[config.mk]
export PLATFORM = sky130hd
export DESIGN_NAME = sort_scheduler
export DESIGN_NICKNAME = d
export VERILOG_FILES = /design/src/rtl/sort_scheduler.sv
export SDC_FILE = /design/constraint.sdc
export NUM_CORES = 1
export LEC_CHECK = 0
export BUFFER_PORTS_ARGS = -buffer_cell sky130_fd_sc_hd__clkbuf_2
export CAP_MARGIN = 20
export CORE_AREA = 5 5 412 414
export CTS_CLUSTER_SIZE = 40
export DETAILED_ROUTE_END_ITERATION = 10
export DIE_AREA = 0 0 417 419
export SLEW_MARGIN = 5
export SYNTH_ARGS = -nofsm -noshare
export SYNTH_HDL_FRONTEND = slang
export SYNTH_SLANG_ARGS = --single-unit
[constraint.sdc]
create_clock -name Clk -period 1.85 [get_ports Clk]
set_input_delay 0.37 -clock Clk [delete_from_list [all_inputs] [get_ports Clk]]
set_output_delay 0.37 -clock Clk [all_outputs]
set_load 0.01 [all_outputs]
[src/rtl/sort_scheduler.sv]
// sort_scheduler
//
// This block lets two requesters share one 30-entry, 7-bit sorting engine.
// A requester raises Req with its array and width. The scheduler arbitrates
// between the two and captures the winning job. It then drives the engine's
// Start/Done/Ack handshake and returns the sorted array to the winner under
// a Rdy/Rack handshake. A job whose width exceeds N is rejected without using
// the engine. In that case it is returned unchanged with Err set.
//
// Optional feature: define SORT_SCHED_RR_EN for round-robin arbitration.
// Without it, arbitration is fixed priority and requester 0 always wins ties.
//
// Ports
//   Clk, Reset          rising-edge clock; synchronous active-high reset
//   Req0/Req1           level job requests
//   Width0/Width1       number of valid entries (0..31)
//   Ain0/Ain1           input arrays, entry i in bits [i*W +: W]
//   Rack0/Rack1         requester accepts its result
//   Grant0/Grant1       one-cycle pulse when a job is captured
//   Rdy0/Rdy1           result valid for that requester
//   Aout, Err           shared result array and reject flag, valid with Rdy
//   Busy                high whenever the scheduler is not idle
//   S_Start, S_Ack      engine handshake outputs
//   S_Width, S_Ain      captured job presented to the engine
//   S_Aout, S_Done      engine result and completion flag
module sort_scheduler #(
    parameter int N = 30,
    parameter int W = 7
) (
    input  logic           Clk,
    input  logic           Reset,
    input  logic           Req0,
    input  logic           Req1,
    input  logic [4:0]     Width0,
    input  logic [4:0]     Width1,
    input  logic [N*W-1:0] Ain0,
    input  logic [N*W-1:0] Ain1,
    input  logic           Rack0,
    input  logic           Rack1,
    output logic           Grant0,
    output logic           Grant1,
    output logic           Rdy0,
    output logic           Rdy1,
    output logic [N*W-1:0] Aout,
    output logic           Err,
    output logic           Busy,
    output logic           S_Start,
    output logic           S_Ack,
    output logic [4:0]     S_Width,
    output logic [N*W-1:0] S_Ain,
    input  logic [N*W-1:0] S_Aout,
    input  logic           S_Done
);

    localparam logic [4:0] MAX_WIDTH = 5'(N);

    // One-hot state encoding. Any other code falls back to IDLE.
    typedef enum logic [4:0] {
        IDLE    = 5'b00001,
        START   = 5'b00010,
        WAIT    = 5'b00100,
        DELIVER = 5'b01000,
        RELEASE = 5'b10000
    } state_e;

    state_e         state_q, state_d;
    logic           owner_q, owner_d;
    logic           err_q, err_d;
    logic [1:0]     grant_q, grant_d;
    logic [4:0]     job_width_q, job_width_d;
    logic [N*W-1:0] job_ain_q, job_ain_d;
    logic [N*W-1:0] result_q, result_d;

    logic           winner;
    logic [4:0]     sel_width;
    logic [N*W-1:0] sel_ain;
    logic           owner_rack;

`ifdef SORT_SCHED_RR_EN
    logic           last_owner_q, last_owner_d;

    // On a tie, the requester not served last wins. After reset,
    // last_owner_q is 1, so requester 0 wins the first tie.
    assign winner = (Req0 && Req1) ? ~last_owner_q : ~Req0;
`else
    assign winner = ~Req0;
`endif

    assign sel_width  = winner ? Width1 : Width0;
    assign sel_ain    = winner ? Ain1   : Ain0;
    // Only the owner's Rack counts. The other requester's Rack is ignored.
    assign owner_rack = owner_q ? Rack1 : Rack0;

    always_comb begin
        // NOTE: every signal assigned here gets a default first, so no path leaves one unassigned and no latch is inferred.
        state_d     = state_q;
        owner_d     = owner_q;
        err_d       = err_q;
        grant_d     = 2'b00;
        job_width_d = job_width_q;
        job_ain_d   = job_ain_q;
        result_d    = result_q;
`ifdef SORT_SCHED_RR_EN
        last_owner_d = last_owner_q;
`endif

        case (state_q)
            IDLE: begin
                if (Req0 || Req1) begin
                    owner_d          = winner;
                    grant_d[winner]  = 1'b1;
                    job_width_d      = sel_width;
                    job_ain_d        = sel_ain;
`ifdef SORT_SCHED_RR_EN
                    last_owner_d     = winner;
`endif
                    if (sel_width > MAX_WIDTH) begin
                        // Rejected: return the array untouched, skip the engine.
                        err_d    = 1'b1;
                        result_d = sel_ain;
                        state_d  = DELIVER;
                    end else begin
                        err_d    = 1'b0;
                        state_d  = START;
                    end
                end
            end
            START: begin
                state_d = WAIT;
            end
            WAIT: begin
                if (S_Done) begin
                    result_d = S_Aout;
                    err_d    = 1'b0;
                    state_d  = DELIVER;
                end
            end
            DELIVER: begin
                if (owner_rack) begin
                    // A rejected job never used the engine, so there is nothing to ack.
                    state_d = err_q ? IDLE : RELEASE;
                end
            end
            RELEASE: begin
                state_d = IDLE;
            end
            default: begin
                state_d = IDLE;
            end
        endcase
    end

    always_ff @(posedge Clk) begin
        if (Reset) begin
            // NOTE: the wide job/result registers are cleared too, because S_Ain and Aout must read zero after reset.
            state_q     <= IDLE;
            owner_q     <= 1'b0;
            err_q       <= 1'b0;
            grant_q     <= 2'b00;
            job_width_q <= '0;
            job_ain_q   <= '0;
            result_q    <= '0;
`ifdef SORT_SCHED_RR_EN
            last_owner_q <= 1'b1;
`endif
        end else begin
            // NOTE: non-blocking assignments make every flop sample pre-edge values.
            state_q     <= state_d;
            owner_q     <= owner_d;
            err_q       <= err_d;
            grant_q     <= grant_d;
            job_width_q <= job_width_d;
            job_ain_q   <= job_ain_d;
            result_q    <= result_d;
`ifdef SORT_SCHED_RR_EN
            last_owner_q <= last_owner_d;
`endif
        end
    end

    // Every control output is decoded from registered state only.
    assign Grant0  = grant_q[0];
    assign Grant1  = grant_q[1];
    assign Rdy0    = (state_q == DELIVER) && !owner_q;
    assign Rdy1    = (state_q == DELIVER) &&  owner_q;
    assign Err     = (state_q == DELIVER) &&  err_q;
    assign Busy    = (state_q != IDLE);
    assign S_Start = (state_q == START);
    assign S_Ack   = (state_q == RELEASE);
    assign Aout    = result_q;
    assign S_Width = job_width_q;
    assign S_Ain   = job_ain_q;

endmodule

---- After elaboration in Yosys (flattened, before gate mapping) ----
Cells that the tools add are included.
storage, ports and cells
  output and inout bits ................... 433
  input bits .............................. 647
  flip-flop bits (word level) ............. 434
  word-level logic and storage cells ...... 54
cells by class
  $lt $le $gt $ge ......................... 3
  multiplexer cells ....................... 19
  equality and inequality tests ........... 10
  bitwise gates (word level) .............. 3
  reduce and logical (&&, ||, !) cells .... 12
operators by type and width
  cell                number
  $mux 210            4
  $pmux 210 s2        1
  $mux 5              5
  $pmux 5 s4          1
  $ne 2x2->1 const B  4
  $reduce_and 3->1    2
  $eq 5x1->1 const B  1
  $eq 5x2->1 const B  1
  $eq 5x3->1 const B  1
  $eq 5x4->1 const B  1
  $eq 5x5->1 const B  1
  $gt 5x5->1 const B  1
  $mux 1              5
  $ne 5x1->1 const B  1
  $logic_and 1x1->1   4
  $mux 4              1
  $reduce_and 4->1    1
  $not 1->1           3
  $reduce_or 3->1     1
  $lt 1x2->1 const B  1
  $pmux 1 s2          1
  $reduce_and 2->1    1
  $reduce_bool 2->1   1
  $demux 1 s1         1
  3 further kinds     3

---- Longest topological paths before layout ----
  depth after elaboration ................. 5
  mapped depth ............................ 8
  gate-level depth less buffers ........... 5

---- Worst setup path after synthesis ----
Ideal clock, no wire load.
  path kind ............................... input -> register
  start ................................... input port Req0
  end ..................................... register result_q[156] (netlist: Aout[156])
  stages .................................. 8
  required time ........................... 1.727 ns
  setup slack ............................. 0.185 ns
  path buffers ............................ 4
  data arrival time ....................... 1.543 ns
  cells stage by stage .................... buf_4 -> buf_4 -> buf_4 -> buf_2 -> mux2i_1 -> o21ai_0 -> o211ai_1 -> mux2i_1
between the ends
  cells in the longest elaborated chain, start to end .. 4
RTL lines
  item                                                               line    RTL
  start: declaration                                                 32      input logic Req0,
  $mux 5 or $mux 210 (tied branches)                                 89, 90
  $gt 5x5->1 or $mux 210 (tied branches)                             117     if (sel_width > MAX_WIDTH) begin
  $ne 2x2->1 (no source line) or $mux 210 (tied branches)            n/a
  $reduce_and 4->1 (no source line) or $pmux 210 s2 (tied branches)  n/a
  end signal: assignment                                             174     result_q <= result_d;
  end: declaration                                                   72      logic [N*W-1:0] result_q, result_d;
Several ways; a longest one is shown, not always the timed one. The select of a mux whose other input is x is not followed.
A chain may end at the register's enable or synchronous reset.

---- Worst setup path after layout ----
  start ................................... register state_q[2]
  end ..................................... output port Err
between the ends
  cells in the longest elaborated chain, start to end .. 2
RTL lines
  item                      line  RTL
  start: declaration        66    state_e state_q, state_d;
  start signal: assignment  168   state_q <= state_d;
  $eq 5x4->1                186   assign Err = (state_q == DELIVER) && err_q;
  $logic_and 1x1->1         186
  end: declaration          45    output logic Err,
Every way passes these cells.

==> results.sh <==
export IMPL_synth_most_common_cell="dfxtp_1"
export IMPL_final_util_pct=21.3
export IMPL_rows=150
export IMPL_path_clk_slew_ns=0.06
export IMPL_wl_microns=160000
export IMPL_cts_root_buffer="clkbuf_16"
export IMPL_synth_top_family_by_area="compound AO/OA/AOI/OAI gates"
export IMPL_avgSynthCellArea_sq_um=9.31
export IMPL_synth_fp_nets=2855
export IMPL_fp_dieArea_sq_um=175000
export IMPL_first_pass_iters=7
export IMPL_seqPwrFrac_pct=30.8
export IMPL_drive_above_1_share_pct=45.6
export IMPL_synth_compound_area_share_pct=21.3
export IMPL_yosysTopAreaCellShare_pct=42.3
export IMPL_r2r_setup_slack_ns=-0.19
export IMPL_status="finished, violations left"
export IMPL_drt_initial_drc_count=2010
export IMPL_clock_latency_ns=0.68
export IMPL_cp_arrival_ns=1.72
export IMPL_end_kind="output pin"
export IMPL_seq_area_frac_synth_pct=42.3
export IMPL_period_needed_ns=2.09
export IMPL_drt_vias_per_instance=4.15
export IMPL_use_met3_pct=6.63
export IMPL_muxShareOfSynthArea_pct=20.7
export IMPL_rsz0062_at_grt="true"
export IMPL_grt_busiest_layer="met2"
export IMPL_finalHoldViolations=0
export IMPL_yosys_warnings=0
export IMPL_ios=1080
export IMPL_cts_tree="built"
export IMPL_worst_path_max_fanout=4
export IMPL_port_buffers=1079
export IMPL_switchingPower_w=0.0155
export IMPL_slowest_delay_ns=0.36
export IMPL_die_w_microns=417
export IMPL_syn_inst=2208
export IMPL_grt_total_usage_pct=16.5
export IMPL_initial_utilization_pct=12.4
export IMPL_slew_headroom_pct=52.5
export IMPL_grt_remaining_overflow=0
export IMPL_die_y_microns=419
export IMPL_synth_edff_count=0
export IMPL_cp_depth=4
export IMPL_cts_path_max_buffers=3
export IMPL_num_vias=24200
export IMPL_max_freq_mhz=478
export IMPL_whs_ns=0.0473
export IMPL_slew_violations=0
export IMPL_tightest_slew_ns=0.693
export IMPL_synthTopCellsByCount="dfxtp_1 (434), mux2i_1 (426), nor2_1 (221)"
export IMPL_leakagePower_nw=16.7
export IMPL_grt_antenna_before_repair=88
export IMPL_nets=4220
export IMPL_combinationalPowerShare_pct=40.2
export IMPL_ant_nets=0
export IMPL_rr_worst_depth=8
export IMPL_p_per_area_nw_per_um2=1170
export IMPL_cap_violations=0
export IMPL_dp_hpwl_microns=126000
export IMPL_clock_skew_ns=0.0726
export IMPL_grt_pass1_vias=22600
export IMPL_cts_sinks=434
export IMPL_area_growth_syn_to_layout_pct=71.6
export IMPL_clockPowerShare_pct=29.0
export IMPL_wl_per_cell_microns=27.4
export IMPL_synth_simple_gate_area_share_pct=8.90
export IMPL_grtUsageMet1_pct=20.2
export IMPL_ir_drop_mv=0.962
export IMPL_crit_required_ns=1.48
export IMPL_synth_fa_ha_area_share_pct=0
export IMPL_path_cells="nor3_4, nand3b_1, nor2_2, buf_12"
export IMPL_setup_viol=216
export IMPL_critical_path_class="reg -> out"
export IMPL_slowest_stage="dfxtp_4"
export IMPL_grt_pass1_wl_microns=200000
export IMPL_synth_xor_area_share_pct=0
export IMPL_grt_max_degree=55
export IMPL_drcViolationCount=0
export IMPL_place_gp_congestion=1.03
export IMPL_sw_frac_of_total_pct=37.8
export IMPL_min_path_type="in -> reg"
export IMPL_crit_buf_inv=1
export IMPL_yosysTopAreaCell="dfxtp_1"
export IMPL_async_reset_ff_share_pct=0
export IMPL_synth_ff_type="dfxtp_1"
export IMPL_violations="negative setup slack"
export IMPL_cts_buffers=55
export IMPL_crit_family="simple AND/OR/NAND/NOR gates"
export IMPL_core_area_sq_um=166000
export IMPL_grt_use_met2_pct=26.5
export IMPL_synth_area_leaders="dfxtp_1 (42%), mux2i_1 (21%), a211oi_1 (7.9%), o211ai_1 (7.6%), o21ai_0 (4.9%)"
export IMPL_synth_area_sq_um=20600
export IMPL_synth_seq_cells=434
export IMPL_startpoint_type="register"
export IMPL_h_tree_depth=2
export IMPL_internal_power_w=0.0256
export IMPL_timing_final_crit_share_pct=113
export IMPL_ys_types=44
export IMPL_hold_depth=3
export IMPL_fin_ws_ns=-0.243
==> per-stage QoR <==
step	instances	setup TNS, ns	setup WS [ns]	cell area (sq um)	power, W
4_1_cts	5768	-4.17	-0.331	33800	0.0392
6_report	5841	-22.91	-0.243	35300	0.0411
3_5_place_dp	5581	-26.07	-0.610	30500	0.0263
3_3_place_gp	5581	-17.49	-0.578	30500	0.0261
2_1_floorplan	2208	0	0.185	20600	0.0195
5_1_grt	5828	-36.04	-0.376	35200	0.0428
==> layout make-up <==
class                      instances  area [sq um]
antenna                           19          47.5
clock buffer                      72          1560
clock inverter                    30           389
fill                           18300        131000
inverter                           7          38.8
multi-input combinational       1530         10700
sequential                       434          8700
tap                             2204          2760
timing repair buffer            1545         11100
==> cell usage in the layout, fill, tap and decap left out, drive strengths merged, types with 14 or more instances in the layout <==
master       instances
clkbuf            1172
dfxtp              434
mux2i              426
buf                389
nor2               224
a211oi             216
nand2              212
o211ai             210
o21ai              210
dlygate4sd3         55
diode               19
clkinv              14
==> routing by layer <==
metal / share of wire [%] / up-vias
li1: - / 10800
met1: 40 / 11800
met2: 45 / 1285
met3: 11 / 296
met4: 3.7 / 52
met5: 0.22 / -
==> kinds of logic (layout without fill, tap and decap cells) <==
| kind of cell | Yosys count | count (layout) |
|---|---|---|
| other | 0 | 19 |
| AOI/OAI and AO/OA | 647 | 647 |
| and+or+nand+nor | 457 | 457 |
| buffers and inverters | 244 | 1654 |
| muxes | 426 | 426 |
| DFF | 434 | 434 |
==> final timing paths <==
kind	start	endpoint
setup / recovery	state_q[2]	Err
hold / removal	S_Aout[98]	Aout[98]
setup reg to reg	state_q[1]	Aout[1]
hold reg to reg	Aout[165]	Aout[165]
==> tightest hold or removal path: stages <==
cell,delay [ns]
clkbuf_2,0.08
o211ai_1,0.07
mux2i_1,0.11
==> power by group through the flow <==
stage | Clock [W] | Sequential (W) | Combinational, W
after CTS | 0.0122 | 0.0126 | 0.0144
after global routing | 0.0125 | 0.0128 | 0.0175
after global placement | 0 | 0.0127 | 0.0134
after floorplan | 0 | 0.0135 | 0.00602
after detailed placement | 0 | 0.0128 | 0.0135
final | 0.0119 | 0.0126 | 0.0165
==> timing repair <==
item	in CTS	in global routing
cloned	13	30
hold buffers	55	0
hold endpoints to repair	54	0
setup endpoints to repair	31	271
setup buffers	19	28
pin swaps	12	31
gates resized for setup	131	151
==> registers in the layout, summed over array words and instances, names as in the netlist <==
name	flops
Aout	210
grant_q	2
err_q	1
owner_q	1
S_Width	5
state_q	5
S_Ain	210
(Power assumes the default switching activity.)
